<file path="src/rtl/rr_mux_arbiter.sv">
// Round-robin arbiter driving the select of an N:1 mux (N = 2**m), registered outputs.
// Optional grant timeout compiled in with `define MUX_ARB_TIMEOUT_EN (HOLD_MAX cycles).
module rr_mux_arbiter #(
    parameter int m        = 3,
    parameter int HOLD_MAX = 8
) (
    input  logic              clk,
    input  logic              rst_n,
    input  logic [2**m-1:0]   req,
    output logic [m-1:0]      select,
    output logic [2**m-1:0]   gnt,
    output logic              busy
);

    localparam int N = 2**m;

    typedef enum logic {IDLE, GRANT} state_t;

    state_t         state, state_n;
    logic [m-1:0]   ptr, ptr_n;
    logic [m-1:0]   select_n;
    logic [N-1:0]   gnt_n;
    logic           busy_n;

    logic [m-1:0]   win;
    logic           found;
    logic           timeout;

    if (HOLD_MAX < 1 || HOLD_MAX > 255) begin : g_hold_range
        $error("rr_mux_arbiter: HOLD_MAX must be in 1..255");
    end

`ifdef MUX_ARB_TIMEOUT_EN
    logic [7:0] hold_cnt, hold_cnt_n;
    assign timeout = (hold_cnt == 8'(HOLD_MAX));
`else
    assign timeout = 1'b0;
`endif

    // First requester at or after ptr, wrapping through N-1 back to 0.
    always_comb begin
        found = 1'b0;
        win   = '0;
        for (int unsigned k = 0; k < N; k++) begin
            logic [m-1:0] idx;
            idx = ptr + m'(k);
            if (!found && req[idx]) begin
                found = 1'b1;
                win   = idx;
            end
        end
    end

    always_comb begin
        state_n  = state;
        ptr_n    = ptr;
        select_n = select;
        gnt_n    = gnt;
        busy_n   = busy;
`ifdef MUX_ARB_TIMEOUT_EN
        hold_cnt_n = hold_cnt;
`endif
        case (state)
            IDLE: begin
                if (found) begin
                    state_n      = GRANT;
                    select_n     = win;
                    gnt_n        = '0;
                    gnt_n[win]   = 1'b1;
                    busy_n       = 1'b1;
`ifdef MUX_ARB_TIMEOUT_EN
                    hold_cnt_n   = 8'd1;
`endif
                end
            end
            GRANT: begin
                // Request drop and timeout collapse into the same single release.
                if (!req[select] || timeout) begin
                    state_n = IDLE;
                    gnt_n   = '0;
                    busy_n  = 1'b0;
                    ptr_n   = select + 1'b1;
`ifdef MUX_ARB_TIMEOUT_EN
                    hold_cnt_n = '0;
`endif
                end else begin
`ifdef MUX_ARB_TIMEOUT_EN
                    hold_cnt_n = hold_cnt + 8'd1;
`endif
                end
            end
            default: state_n = IDLE;
        endcase
    end

    always_ff @(posedge clk or negedge rst_n) begin
        if (!rst_n) begin
            state  <= IDLE;
            ptr    <= '0;
            select <= '0;
            gnt    <= '0;
            busy   <= 1'b0;
        end else begin
            state  <= state_n;
            ptr    <= ptr_n;
            select <= select_n;
            gnt    <= gnt_n;
            busy   <= busy_n;
        end
    end

`ifdef MUX_ARB_TIMEOUT_EN
    always_ff @(posedge clk or negedge rst_n) begin
        if (!rst_n) hold_cnt <= '0;
        else        hold_cnt <= hold_cnt_n;
    end
`endif

endmodule

</file>
<file path="config.mk">
export PLATFORM = sky130hd
export DESIGN_NAME = rr_mux_arbiter
export DESIGN_NICKNAME = d
export VERILOG_FILES = /design/src/rtl/rr_mux_arbiter.sv
export SDC_FILE = /design/constraint.sdc
export NUM_CORES = 1
export LEC_CHECK = 0
export CORE_ASPECT_RATIO = 1.75
export CORE_MARGIN = 2
export CORE_UTILIZATION = 35
export CTS_BUF_LIST = sky130_fd_sc_hd__clkbuf_16
export DETAILED_ROUTE_END_ITERATION = 7
export SYNTH_ARGS = -nofsm -noshare
export SYNTH_HDL_FRONTEND = slang
export SYNTH_SLANG_ARGS = --single-unit
</file>
<file path="constraint.sdc">
create_clock -name clk -period 6.55 [get_ports clk]
set_input_delay 1.31 -clock clk [delete_from_list [all_inputs] [get_ports clk]]
set_output_delay 1.31 -clock clk [all_outputs]
set_load 0.005 [all_outputs]
</file>
Word-level counts from Yosys, hierarchy flattened
Cells that the tools add are included.

Register bits after elaboration: 16. Logic and storage cells: 91.

Add/subtract/negate cells: 8. Magnitude comparators: 11. Eq/ne operators: 2. Muxes and demuxes: 45. Bitwise operators: 2. Reduce and logical (&&, ||, !) cells: 18.

Operators by type and width (count): less-than comparator 3 x 4 -> 1 bit (second input constant) (10); binary-select mux 1 bit (select 3 bit) (9); two-way mux 3 bit (8); two-way mux 1 bit (22); two-way mux 8 bit (2); one-hot mux 8 bit (2 select lines) (1); adder 3 bit (second input constant) (4); logical AND 1 bit (8); zero test 1 bit (7); adder 3 x 1 -> 3 bit (second input constant) (2); adder 3 x 2 -> 3 bit (second input constant) (2); AND reduction 2 bit (3); != test 2 bit (second input constant) (2); one-hot mux 1 bit (2 select lines) (2); demux 1 bit (select 3 bit) (1); greater-or-equal comparator 3 x 1 -> 1 bit (second input constant) (1); NOT 1 bit (2).

Longest topological paths before layout
Gate-level depths: netlist of run 1.

Depth in word-level cells: 30. Mapped depth: 15. Gate-level depth less buffers: 9.

Least setup slack after synthesis of run 1
No wires, ideal clock.

Path kind: input-to-reg. Start: input port req[6]. End: register gnt[0]. Setup time: 0.122 ns. Arrival: 3.541 ns. Required time: 6.428 ns. Path slack: 2.887 ns. Stages on the path: 7. Cell sequence: mux4_2 mux2_2 o32a_1 a2111o_1 a32o_1 a32o_1 a32o_1.

Word-level cells in the longest chain between the ends: 30. Elaborated cells on any way between the ends: 58.

Ends and longest elaborated chain: start: declaration (RTL line 9) `input logic [2**m-1:0] req,`; binary-select mux 1 bit (select 3 bit) (RTL line 47) `if (!found && req[idx]) begin`; two-way mux 1 bit (implied by the code) (RTL line 47); two-way mux 1 bit (RTL line 47); zero test 1 bit (RTL line 47); logical AND 1 bit (RTL line 47); two-way mux 1 bit (RTL line 47); zero test 1 bit (RTL line 47); logical AND 1 bit (RTL line 47); (+14 left out); logical AND 1 bit (RTL line 47); two-way mux 3 bit (RTL line 47); less-than comparator 3 x 4 -> 1 bit (implied by the code) or greater-or-equal comparator 3 x 1 -> 1 bit (tied branches) (RTL line 69) `gnt_n[win] = 1'b1;`; logical AND 1 bit (implied by the code) (RTL line 69); two-way mux 1 bit (implied by the code) (RTL line 69); demux 1 bit (select 3 bit) (RTL line 69); two-way mux 8 bit (RTL line 65) `if (found) begin`; one-hot mux 8 bit (2 select lines) (RTL line 63) `case (state)`; end signal: assignment (RTL line 107) `gnt <= gnt_n;`; end: declaration (RTL line 11) `output logic [2**m-1:0] gnt,`.

Parallel ways exist; a longest one is shown, timed or not. The select of a mux whose other input is x is not followed. A chain may end at the register's enable or synchronous reset.

Worst setup path after layout of run 1
Start: register ptr[0]. End: register gnt[2].

Word-level cells in the longest chain between the ends: 30. Elaborated cells on any way between the ends: 62.

Ends and longest elaborated chain: start: declaration (RTL line 20) `logic [m-1:0] ptr, ptr_n;`; start signal: assignment (RTL line 105) `ptr <= ptr_n;`; parallel branches: the longest is 30 deep, another holds adder 3 x 1 -> 3 bit.

Parallel ways; which one is timed is not known. The select of a mux whose other input is x is not followed.

==> flow_summary.yaml, run 1 <==
worst_setup_path:
  cp.required_ns: 6.74
  crit_path_end: "gnt[2]$_DFFE_PN0P_"
  cp.buffers_inverters: 1
  critical_path_arrival_ns: 4.62
  r2r_setup_slack_ns: 2.12
  path_delay_family: "compound AO/OA/AOI/OAI gates"
  critPathSlowestCell: "sky130_fd_sc_hd__dfrtp_1"
  cpMostUsedCell: "sky130_fd_sc_hd__a32o_1"
  timing.reg2reg.worst_path_depth: 9
  critPathMaxFanout: 22
  crit_cells: 9
  critical_path.reg2reg.endpoint: "gnt[2]$_DFFE_PN0P_"
  critical-path-max-stage-delay_ns: 0.95
  worst_setup_path_end_kind: "flop"
  timing.critical_path.from_type: "flop"
  critPathLaunch: "ptr[0]$_DFFE_PN0P_"
  regToRegStartpoint: "ptr[0]$_DFFE_PN0P_"
  criticalPathCategory: "reg -> reg"
  cell_by_cell_listing_of_the_critical_path: "inv_2 -> ha_1 -> mux4_2 -> mux2_2 -> o32a_1 -> a2111o_1 -> a32o_1 -> a32oi_1 -> a32o_1"
sta:
  relSlewSlack: 0.3760
  final_hold_viol_count: 0
  final.period_utilization: 0.6762
  final.min_clock_period_ns: 4.429
  setup_repair_after_global_routing_missed_its_margin: "no"
  tightest_slew_ns: 0.9360
  clock_skew_ns: 0.005246
  final.setup.tns_ns: 0
  maxSlewViolCount: 0
  fmaxAchievable_mhz: 225.8
  final-setup-viol-count: 0
pwr:
  power_per_cell_area_nw_per_um2: 615.6
  power.static_leakage_uw: 0.0007765
  power.ir.vdd_worst_mv: 0.3822
  finalPower_uw: 1262
clock_tree:
  cts_root_buffer: "sky130_fd_sc_hd__clkbuf_16"
  postCtsHoldBufs: 0
  cts_h_tree_depth: 1
  tritoncts: "done"
  cts.path.max_buffers: 2
  postCtsSetupRepairBufs: 0
  path_clk_slew_ns: 0.05
  clk-insertion-delay-late_ns: 0.25
  count_of_instances_resized_after_the_clock_tree_is_built: 0
  clock_tree_sinks: 16
  cts_inserted_buffers: 3
logic_synthesis:
  syn_inst: 175
  async_reset_ff_frac: 1.000
  mappedNetlistArea_um2: 1769
  mappedNetlistNets: 188
  netlist_top_cells_area: "sky130_fd_sc_hd__dfrtp_1 23%, sky130_fd_sc_hd__mux4_2 20%, sky130_fd_sc_hd__mux2i_1 7.9%"
  synth_sequential_area_ratio: 0.2263
  count_of_flip_flops_with_a_built_in_enable_after_synthesis: 0
  synth.yosys.warnings: 0
  synth.largest_area_cell: "sky130_fd_sc_hd__dfrtp_1"
  ys_dominant_reg_cell: "sky130_fd_sc_hd__dfrtp_1"
  synth_largest_type_area_fraction: 0.2263
  avgSynthCellArea_um2: 10.11
  synth.lib_cells_used.distinct: 51
  postSynthRegisterBits: 16
cells_and_area:
  multiInputGateArea_um2: 1267
  drive_above_1_share: 0.1630
  commonest_non_fill_non_tap_cells_in_the_layout: "21 x sky130_fd_sc_hd__clkdlybuf4s50_1, 16 x sky130_fd_sc_hd__mux4_2, 16 x sky130_fd_sc_hd__dfrtp_1, 14 x sky130_fd_sc_hd__mux2i_1, 14 x sky130_fd_sc_hd__nand2_1"
  mostFrequentLayoutCell: "sky130_fd_sc_hd__clkdlybuf4s50_1"
  antenna_cells: 0
  fillCellCount: 472
  final_cell_count_no_fill: 238
  area.sequential_um2: 400.4
  final_nets: 198
  finish.instance_area_um2: 2051
  syn_to_final_growth_pct: 15.91
grt:
  grt_overflow_total: 0
  groute.usage.overall: 0.1783
  antenna_violations_before_repair: 0
  via_count_of_the_first_global_routing_pass: 1513
  wire_length_of_the_first_global_routing_pass_um: 7803
  grt_start_max_net_pins: 23
place:
  gp_congestion: 0.8435
  placed_cell_area_um2: 1972
  place.port_buffers: 21
  number_of_cells_in_the_design_after_placement: 234
  dpl.hpwl_um: 3757
floorplanning:
  die_area_um2: 5662
  top_level_ports: 22
  row_count: 34
  initial_utilization: 0.3585
  chipHeight_um: 98.05
  coreArea_um2: 4935
  die_width_um: 57.75
route:
  finalWirelength_um: 4922
  final_antenna_net_count: 0
  drt_pre_antenna_iters: 4
  drt-initial-drc-count: 57
  remaining_drc_errors: 0
  via_per_inst: 6.660
  routed-via-count: 1585
  route.detailed.wl_per_inst_um: 20.68
job:
  max_cap_viol_count: 0
run_status:
  run_status: "completed"
worst_hold_path:
  hold_class: "reg -> reg"
==> cell families (layout without fill, tap and decap cells) <==
family | count (synthesis) | in the layout | share of synthesized area
buf+inv | 23 | 32 | 0.05728
compound gates | 50 | 50 | 0.2270
mux | 40 | 40 | 0.3465
fa+ha+maj | 3 | 3 | 0.02122
flops | 16 | 16 | 0.2263
simple gates | 40 | 40 | 0.1068
xor+xnor | 3 | 3 | 0.01485
==> where the power goes <==
group          internal [uW]  switching, uW  total, uW
Combinational            423            500        923
Clock                   80.9           38.1        119
Sequential               133           87.3        220
Total                    637            625       1260
==> cell usage after synthesis (all sizes together) (3+ instances only) <==
cell type   n
mux2i      14
ha          3
o31ai       6
a32o        6
dfrtp      16
a21oi       6
inv         7
clkbuf      8
nor2        8
buf         8
o21ai       5
nand2      14
mux2       10
nand3       7
mux4       16
a221o       3
==> worst register-to-register path, delay by kind of cell, from the launching register on <==
kind,cells,cell delay (ns)
compound gates,5,1.66
flops,1,0.95
fa+ha+maj,1,0.82
mux,2,0.79
buf+inv,1,0.16
==> worst min path at each step <==
| stage | from | to | slack [ns] | depth (start not counted) |
|---|---|---|---|---|
| final | busy$_DFFE_PN0P_ | busy$_DFFE_PN0P_ | 0.49 | 2 |
| after global routing | gnt[6]$_DFFE_PN0P_ | gnt[6]$_DFFE_PN0P_ | 0.50 | 1 |
| after CTS | gnt[6]$_DFFE_PN0P_ | gnt[6]$_DFFE_PN0P_ | 0.49 | 1 |
| after detailed placement | busy$_DFFE_PN0P_ | busy$_DFFE_PN0P_ | 0.48 | 2 |
| after global placement | busy$_DFFE_PN0P_ | busy$_DFFE_PN0P_ | 0.47 | 2 |
| after floorplan | busy$_DFFE_PN0P_ | busy$_DFFE_PN0P_ | 0.47 | 2 |
==> per-stage QoR <==
step / worst slack [ns] / hold slack (ns) / utilization
floorplan: 2.887 / 0.4711 / -
global placement: 2.007 / 0.4662 / 0.3996
detailed placement: 1.997 / 0.4757 / 0.3996
CTS: 2.108 / 0.4921 / 0.4156
global route: 1.839 / 0.5017 / 0.4156
finish: 2.121 / 0.4866 / 0.4156
==> sequential cells by signal (all words and copies together) (netlist names) <==
register	cells
gnt	8
ptr	3
select	3
busy	1
state	1
==> layer usage <==
| layer | vias up | global-route usage | wire [um] |
|---|---|---|---|
| met2 | 63 | 0.3269 | 2760 |
| met1 | 779 | 0.1943 | 1648 |
| met3 | 21 | 0.007947 | 226 |
| li1 | 722 | - | - |
| met5 | - | 0 | 0 |
| met4 | 0 | 0.1038 | 287 |
==> area by class of cell <==
class,count,share of cell area
clock buffers,3,0.03661
clock inverters,1,0.001830
inverters,7,0.01281
multi-input cells,136,0.6181
flip-flops and latches,16,0.1952
well taps,54,0.03295
repair buffers,21,0.1025
(Power assumes the default switching activity.)
==> inputs of run 2 (changes only) <==
- clock period: 6.55 -> 3.9 ns (I/O delays scaled with it)
==> run 2 against run 1 <==
Net effect:
- clock power rose by 67%
- clock skew barely moved
- global-route usage rose by 1.7 points
==> flow_summary.yaml, run 2 (synthesis gave the netlist of run 1 again) <==
run_status:
  run_status: "completed"
clock_tree:
  cts_root_buffer: "sky130_fd_sc_hd__clkbuf_16"
  tritoncts: "done"
  clock_tree_sinks: 16
  path_clk_slew_ns: 0.05
  cts_h_tree_depth: 1
  clk-insertion-delay-late_ns: 0.25
  postCtsHoldBufs: 0
  cts.path.max_buffers: 2
  cts_inserted_buffers: 3
  count_of_instances_resized_after_the_clock_tree_is_built: 0
  postCtsSetupRepairBufs: 0
route:
  finalWirelength_um: 5210
  routed-via-count: 1666
  drt-initial-drc-count: 46
  remaining_drc_errors: 0
  route.detailed.wl_per_inst_um: 20.12
  drt_pre_antenna_iters: 4
  final_antenna_net_count: 0
  via_per_inst: 6.432
worst_setup_path:
  timing.critical_path.from_type: "primary input"
  timing.reg2reg.worst_path_depth: 10
  criticalPathCategory: "in -> reg"
  cell_by_cell_listing_of_the_critical_path: "clkdlybuf4s50_1 -> mux4_2 -> mux2_2 -> o32a_1 -> a2111o_1 -> a32o_1 -> a32o_1 -> a32o_1"
  cp.required_ns: 4.04
  worst_setup_path_end_kind: "flop"
  critPathSlowestCell: "sky130_fd_sc_hd__mux4_2"
  cp.buffers_inverters: 1
  cpMostUsedCell: "sky130_fd_sc_hd__a32o_1"
  critPathMaxFanout: 7
  critical-path-max-stage-delay_ns: 0.52
  crit_cells: 8
  critical_path_arrival_ns: 3.63
  path_delay_family: "compound AO/OA/AOI/OAI gates"
cells_and_area:
  final_cell_count_no_fill: 259
  antenna_cells: 0
  drive_above_1_share: 0.2537
  postLayoutCoreUtil: 0.4483
  finish.instance_area_um2: 2212
  mostFrequentLayoutCell: "sky130_fd_sc_hd__buf_4"
  commonest_non_fill_non_tap_cells_in_the_layout: "22 x sky130_fd_sc_hd__buf_4, 21 x sky130_fd_sc_hd__clkdlybuf4s50_1, 16 x sky130_fd_sc_hd__mux4_2, 16 x sky130_fd_sc_hd__dfrtp_1"
  max_flop_register: "gnt"
  syn_to_final_growth_pct: 25.04
  largest_register_ffs: 8
  final_nets: 220
  biggestRegsByFlops: "gnt (8), ptr (3), select (3)"
sta:
  tightest_slew_ns: 0.8048
  final.min_clock_period_ns: 3.490
  fmaxAchievable_mhz: 286.6
  clock_skew_ns: 0.004882
  relSlewSlack: 0.4635
  final_hold_viol_count: 0
  final.setup.tns_ns: 0
  maxSlewViolCount: 0
  final.period_utilization: 0.8948
  final-setup-viol-count: 0
  setup_repair_after_global_routing_missed_its_margin: "no"
pwr:
  net_switching_share_of_the_total_power: 0.4742
  power_per_cell_area_nw_per_um2: 1029
  clock_power_share: 0.087
  power.static_leakage_uw: 0.0008818
  internal-power_uw: 1196
  p_switching_uw: 1079
  finalPower_uw: 2275
  proportion_of_power_drawn_by_flip_flops_and_latches: 0.135
  power.ir.vdd_worst_mv: 0.7949
  p_comb_frac: 0.778
place:
  place.port_buffers: 21
  dpl.hpwl_um: 4181
  placed_cell_area_um2: 2137
  gp_congestion: 0.9030
  number_of_cells_in_the_design_after_placement: 256
worst_hold_path:
  timing.hold.worst_path_depth: 2
  hold_class: "reg -> reg"
floorplanning:
  row_count: 34
  top_level_ports: 22
  die_area_um2: 5662
  coreArea_um2: 4935
  die_width_um: 57.75
  initial_utilization: 0.3585
  chipHeight_um: 98.05
job:
  max_cap_viol_count: 0
grt:
  grt_start_max_net_pins: 22
  wire_length_of_the_first_global_routing_pass_um: 8514
  groute.usage.overall: 0.1956
  antenna_violations_before_repair: 0
  grt_overflow_total: 0
  via_count_of_the_first_global_routing_pass: 1743
-- run 2: cell count changes in the layout (fill, tap and decap cells not counted), sizes merged --
| cell | before | now |
|---|---|---|
| buf | 0 | 22 |
| clkinv | 1 | 0 |
-- run 2: final cells by class --
cell class / count / area, um2
fill: 480 / 2723
timing repair buffer: 43 / 375.4
sequential: 16 / 400.4
tap: 54 / 67.56
inverter: 7 / 26.28
multi-input combinational: 136 / 1267
clock buffer: 3 / 75.07
-- run 2: power groups by stage --
stage	clock [uW]	combinational, uW	sequential, uW
after floorplan	0	1270	276
after global placement	0	1760	309
after detailed placement	0	1760	309
after CTS	202	1770	308
after global routing	206	1920	318
final	199	1770	307
-- run 2: path summary, 6_finish.rpt --
kind / slack (ns) / startpoint / endpoint
hold / removal: 0.49 / gnt[1]$_DFFE_PN0P_ / gnt[1]$_DFFE_PN0P_
max in group asynchronous: 2.48 / rst_n / busy$_DFFE_PN0P_
hold reg to reg: 0.49 / gnt[1]$_DFFE_PN0P_ / gnt[1]$_DFFE_PN0P_
min in group asynchronous: 0.96 / rst_n / gnt[1]$_DFFE_PN0P_
setup reg to reg: 0.48 / ptr[0]$_DFFE_PN0P_ / gnt[4]$_DFFE_PN0P_
setup / recovery: 0.41 / req[5] / gnt[4]$_DFFE_PN0P_
-- run 2: through the flow --
step                hold slack (ns)  setup WS, ns
floorplan                    0.4711        0.2464
global placement             0.4635        0.1901
detailed placement           0.4888        0.1412
CTS                          0.4996        0.3999
global route                 0.5161        0.2883
finish                       0.4937        0.4103
-- run 2: per-layer routing --
metal  global-route usage  part of all wire  vias to the layer above
li1                     -                 -                      764
met5                    0                 0                        -
met3              0.02119             0.033                       25
met1               0.1824              0.33                      823
met4               0.1109             0.044                        0
met2               0.3837              0.59                       54
-- run 2: worst min-delay path, stage by stage (launching register included) --
cell and delay [ns]:
sky130_fd_sc_hd__dfrtp_1 0.34, sky130_fd_sc_hd__nand3_1 0.06, sky130_fd_sc_hd__o31ai_1 0.06
==> inputs of run 3 (changes only) <==
- clock period: 3.9 -> 4.2 ns (I/O delays scaled with it)
==> run 3 against run 2 <==
Net effect:
- critical path depth unchanged
- combinational power is 9.6% lower
- global-route usage hardly changed
- via count decreased by 3.1%
- sequential power shrank 6.8%
- critical path type unchanged
- largest cell class unchanged
- highest routed layer unchanged
==> flow_summary.yaml, run 3 (synthesis gave the netlist of run 1 again) <==
pwr:
  clock_power_share: 0.087
  proportion_of_power_drawn_by_flip_flops_and_latches: 0.138
  finalPower_uw: 2071
  power_per_cell_area_nw_per_um2: 959.2
  power.static_leakage_uw: 0.0008473
  net_switching_share_of_the_total_power: 0.4839
  internal-power_uw: 1069
  p_switching_uw: 1002
  p_comb_frac: 0.775
  power.ir.vdd_worst_mv: 0.5317
grt:
  via_count_of_the_first_global_routing_pass: 1706
  grt_start_max_net_pins: 22
  antenna_violations_before_repair: 0
  grt_overflow_total: 0
  groute.usage.overall: 0.1956
  wire_length_of_the_first_global_routing_pass_um: 8466
worst_setup_path:
  regToRegStartpoint: "ptr[1]$_DFFE_PN0P_"
  critPathSlowestCell: "sky130_fd_sc_hd__clkdlybuf4s50_1"
  criticalPathCategory: "in -> reg"
  worst_setup_path_end_kind: "flop"
  cp.required_ns: 4.38
  crit_path_end: "gnt[2]$_DFFE_PN0P_"
  cell_by_cell_listing_of_the_critical_path: "clkdlybuf4s50_1 -> mux4_2 -> mux2_2 -> o32a_1 -> a2111o_1 -> a32o_1 -> a32oi_1 -> a32o_1"
  critPathLaunch: "req[7]"
  critical_path_arrival_ns: 3.88
  critical-path-max-stage-delay_ns: 0.61
  cpMostUsedCell: "sky130_fd_sc_hd__a32o_1"
  timing.reg2reg.worst_path_depth: 10
  r2r_setup_slack_ns: 0.61
  critical_path.reg2reg.endpoint: "gnt[2]$_DFFE_PN0P_"
  path_delay_family: "compound AO/OA/AOI/OAI gates"
  crit_cells: 8
  cp.buffers_inverters: 1
  timing.critical_path.from_type: "primary input"
  critPathMaxFanout: 12
floorplanning:
  chipHeight_um: 98.05
  top_level_ports: 22
  die_area_um2: 5662
  initial_utilization: 0.3585
  coreArea_um2: 4935
  row_count: 34
  die_width_um: 57.75
sta:
  holdWs_ns: 0.4988
  fmaxAchievable_mhz: 270.2
  final-setup-viol-count: 0
  final_hold_viol_count: 0
  final.setup.tns_ns: 0
  final.min_clock_period_ns: 3.701
  setup_repair_after_global_routing_missed_its_margin: "no"
  relSlewSlack: 0.4780
  final.period_utilization: 0.8811
  clock_skew_ns: 0.003011
  maxSlewViolCount: 0
  tightest_slew_ns: 0.7830
clock_tree:
  tritoncts: "done"
  cts_inserted_buffers: 3
  postCtsHoldBufs: 0
  clock_tree_sinks: 16
  count_of_instances_resized_after_the_clock_tree_is_built: 0
  cts_h_tree_depth: 1
  cts.path.max_buffers: 2
  clk-insertion-delay-late_ns: 0.25
  path_clk_slew_ns: 0.05
  postCtsSetupRepairBufs: 0
  cts_root_buffer: "sky130_fd_sc_hd__clkbuf_16"
place:
  dpl.hpwl_um: 4059
  place.port_buffers: 21
  gp_congestion: 0.8452
route:
  final_antenna_net_count: 0
  remaining_drc_errors: 0
  drt_pre_antenna_iters: 4
  drt-initial-drc-count: 66
  finalWirelength_um: 5166
  route.detailed.wl_per_inst_um: 20.50
  routed-via-count: 1614
  via_per_inst: 6.405
cells_and_area:
  max_flop_register: "gnt"
  syn_to_final_growth_pct: 22.06
  drive_above_1_share: 0.2273
  mostFrequentLayoutCell: "sky130_fd_sc_hd__clkdlybuf4s50_1"
  biggestRegsByFlops: "gnt (8), ptr (3), select (3)"
  antenna_cells: 0
  commonest_non_fill_non_tap_cells_in_the_layout: "21 x sky130_fd_sc_hd__clkdlybuf4s50_1, 16 x sky130_fd_sc_hd__mux4_2, 16 x sky130_fd_sc_hd__dfrtp_1, 15 x sky130_fd_sc_hd__buf_4"
  final_nets: 213
  largest_register_ffs: 8
job:
  max_cap_viol_count: 0
worst_hold_path:
  hold_class: "reg -> reg"
  hp-start: "gnt[6]$_DFFE_PN0P_"
run_status:
  run_status: "completed"
[run 3: changes by cell type in the layout (fill, tap and decap cells not counted), sizes merged]
cell	delta
buf	-7
[run 3: worst min path at each step]
stage | endpoint | slack, ns | cells after the start
after floorplan | busy$_DFFE_PN0P_ | 0.47 | 2
after global placement | busy$_DFFE_PN0P_ | 0.47 | 2
after detailed placement | gnt[0]$_DFFE_PN0P_ | 0.49 | 1
after CTS | gnt[0]$_DFFE_PN0P_ | 0.50 | 1
after global routing | gnt[6]$_DFFE_PN0P_ | 0.51 | 1
final | gnt[6]$_DFFE_PN0P_ | 0.50 | 1
[run 3: layout make-up]
type	instances	area, um2
Fill cell	470	2775
Multi-Input combinational cell	136	1267
Sequential cell	16	400.4
Timing Repair Buffer	36	322.8
Clock buffer	3	75.07
Tap cell	54	67.56
Inverter	7	26.28
[run 3: worst register-to-register path: stages (launching register included)]
cell and delay, ns:
sky130_fd_sc_hd__dfrtp_1 0.33, sky130_fd_sc_hd__inv_1 0.15, sky130_fd_sc_hd__ha_1 0.66, sky130_fd_sc_hd__buf_4 0.25, sky130_fd_sc_hd__mux2i_1 0.08, sky130_fd_sc_hd__mux4_2 0.54, sky130_fd_sc_hd__o2bb2ai_1 0.24, sky130_fd_sc_hd__a2111o_1 0.41
sky130_fd_sc_hd__a32o_1 0.26, sky130_fd_sc_hd__a32oi_1 0.37, sky130_fd_sc_hd__a32o_1 0.23
[run 3: power by group through the flow]
stage          Combinational (uW)  Clock [uW]  Sequential (uW)
2_1_floorplan                1180           0              256
3_3_place_gp                 1590           0              286
3_5_place_dp                 1600           0              287
4_1_cts                      1610         184              286
5_1_grt                      1760         190              294
6_report                     1600         181              286
[run 3: per-layer routing]
| layer | vias to the layer above | track usage | part of all wire |
|---|---|---|---|
| li1 | 747 | - | - |
| met1 | 813 | 0.1867 | 0.36 |
| met2 | 37 | 0.3820 | 0.58 |
| met3 | 17 | 0.02252 | 0.024 |
| met4 | 0 | 0.1038 | 0.043 |
| met5 | - | 0 | 0 |
[run 3: through the flow]
| step | cell area [um2] | utilization | cells | worst slack [ns] |
|---|---|---|---|---|
| floorplan | 1769 | - | 175 | 0.5464 |
| global placement | 2085 | 0.4224 | 249 | 0.3108 |
| CTS | 2160 | 0.4376 | 252 | 0.5399 |
| finish | 2160 | 0.4376 | 252 | 0.4993 |
| global route | 2160 | 0.4376 | 252 | 0.3303 |
| detailed placement | 2085 | 0.4224 | 249 | 0.2779 |
==> edit: new RTL, config.mk and constraints of run 2 <==
`m`: 3 -> 5.
--- a/src/rtl/rr_mux_arbiter.sv
+++ b/src/rtl/rr_mux_arbiter.sv
@@ -2,5 +2,5 @@
 // Optional grant timeout compiled in with `define MUX_ARB_TIMEOUT_EN (HOLD_MAX cycles).
 module rr_mux_arbiter #(
-    parameter int m        = 3,
+    parameter int m        = 5,
     parameter int HOLD_MAX = 8
 ) (
Ports: changed (resized gnt, req and select); port bits go from 22 to 72. The function was not compared with the original's and may differ.
==> edit against run 2 <==
- the run now ends with setup timing left
- final area rose to 6.5 times the old value
- synthesized area rose to 5.1 times the old value
- fmax down 29%
- cell count rose to 7.0 times the old value
- sequential cell count up 28
- wire length rose to 9.1 times the old value
- core utilization up 12 points
- synthesized cell count rose to 5.6 times the old value
- setup slack worse by 1.4 ns
- critical path depth up 8
- critical path type is now reg -> reg
Power is left out: the tool's default activity adds up to more than one toggle a clock period on the data nets, which glitch-free logic cannot reach.
==> edit: results (changes against run 2) <==
stage;metric;value;unit;change
clock_network;clock_insertion_delay_worst_skew;0.30;ns;was 0.25 ns
routing;via_per_inst;6.18;;was 6.43
clock_network;cts.clk_slew.worst_paths;0.08;ns;was 0.05 ns
setup_path;worst_reg_to_reg_path_cell_count;16;;was 10
finish;non_clock_buffers;572;;was 43
timing;report.final.setup_viol;39;;was 0
finish;nFillCells;2376;;was 480
run_status;violations;setup timing;;
global_route;globalRouteMet1Util;0.313;;was 0.182
global_route;gr-usage-all-layers;0.343;;was 0.196
place;placed_area;13600;sq um;was 2140 sq um
synthesis;synthesis.nets;1033;;was 188
place;port_buffers;71;;was 21
timing;final.setup.worst_slack;-0.983;ns;was 0.410 ns
global_route;globalRouteMet2Util;0.635;;was 0.384
run_status;run_status;complete, but fails checks;;was finished, final reports clean
finish;comb.multi_input.count;841;;was 136
place;dpl.cell_count;1767;;was 256
finish;multi_input_gate_area;7910;sq um;was 1270 sq um
finish;clock_tree_area_fraction;0.0120;;was 0.0339
routing;met3WireLength;2170;um;was 170 um
finish;layout.nonclk_buf_frac;0.325;;was 0.170
finish;layout-drive-gt1-share;0.499;;was 0.254
hold_path;hold_path_startpoint;gnt[9];;was gnt[1]
synthesis;synth.area.mux_share;0.387;;was 0.347
global_route;grt.met3_usage;0.0397;;was 0.0212
clock_network;ctsHtreeMaxLevel;2;;was 1
place;place_ws;-1.72;ns;was 0.141 ns
floorplanning;core;25300;sq um;was 4930 sq um
timing;setup_total_negative_slack;-33.96;ns;was 0 ns
routing;route.met2.wl;24600;um;was 3080 um
setup_path;path_delay_family;simple AND/OR/NAND/NOR gates;;was compound AO/OA/AOI/OAI gates
finish;multi_input_area_share;0.552;;was 0.573
global_route;global_route_wire_length_before_repair;69900;um;was 8510 um
clock_network;cts-buffers-inserted;5;;was 3
timing;final.setup_skew;0.0185;ns;was 0.00488 ns
finish;num-nonclk-inverters;22;;was 7
setup_path;slowest_delay;0.56;ns;was 0.52 ns
routing;route.layer.met1.wl;14600;um;was 1740 um
synthesis;synth.top_cells.by_area;mux4_2 25%, dfrtp_1 12%, mux2i_1 8.7%;;was dfrtp_1 23%, mux4_2 20%, mux2i_1 7.9%
setup_path;worst_path_arrival;5.09;ns;was 3.63 ns
finish;seq_cell_count;44;;was 16
routing;route.detailed.wl_per_inst;26.3;um;was 20.1 um
place;place.gp.congestion;1.04;;was 0.903
synthesis;synth-xor-area-share;0.0319;;was 0.0149
setup_path;path_max_fanout;11;;was 7
setup_path;r2r_end;gnt[29];;was gnt[4]
place;hpwl;39800;um;was 4180 um
finish;final_net_count;1533;;was 220
routing;dr.pass1.iters;5;;was 4
global_route;grt_max_degree;45;;was 22
==> edit: cell count changes in the layout (fill, tap and decap cells not counted), sizes merged, moves of 32 or more <==
cell	change
o21ai	+39
buf	+480
o31ai	+34
nor2	+48
dlygate4sd2	+32
mux4	+86
mux2i	+64
a21oi	+41
nand2	+90
==> edit: how the worst max path moves through the flow <==
stage	end	depth (start not counted)	slack [ns]	startpoint
2_1_floorplan	gnt[20]	21	-1.44	ptr[0]
3_3_place_gp	gnt[7]	15	-1.68	req[29]
3_5_place_dp	gnt[15]	15	-1.72	req[29]
4_1_cts	gnt[22]	15	-0.92	ptr[0]
5_1_grt	gnt[1]	20	-1.04	ptr[1]
6_report	gnt[29]	16	-0.98	ptr[0]
==> edit: what timing repair did <==
item | 4_1_cts | 5_1_grt
buffers inserted | 19 | 9
gates resized for setup | 76 | 39
pin swaps | 12 | 13
endpoints found under the setup margin | 39 | 39
==> edit: tightest hold or removal path: stages, from the launching register on <==
cell	delay, ns
dfrtp_1	0.34
nand2_1	0.05
o31ai_1	0.05
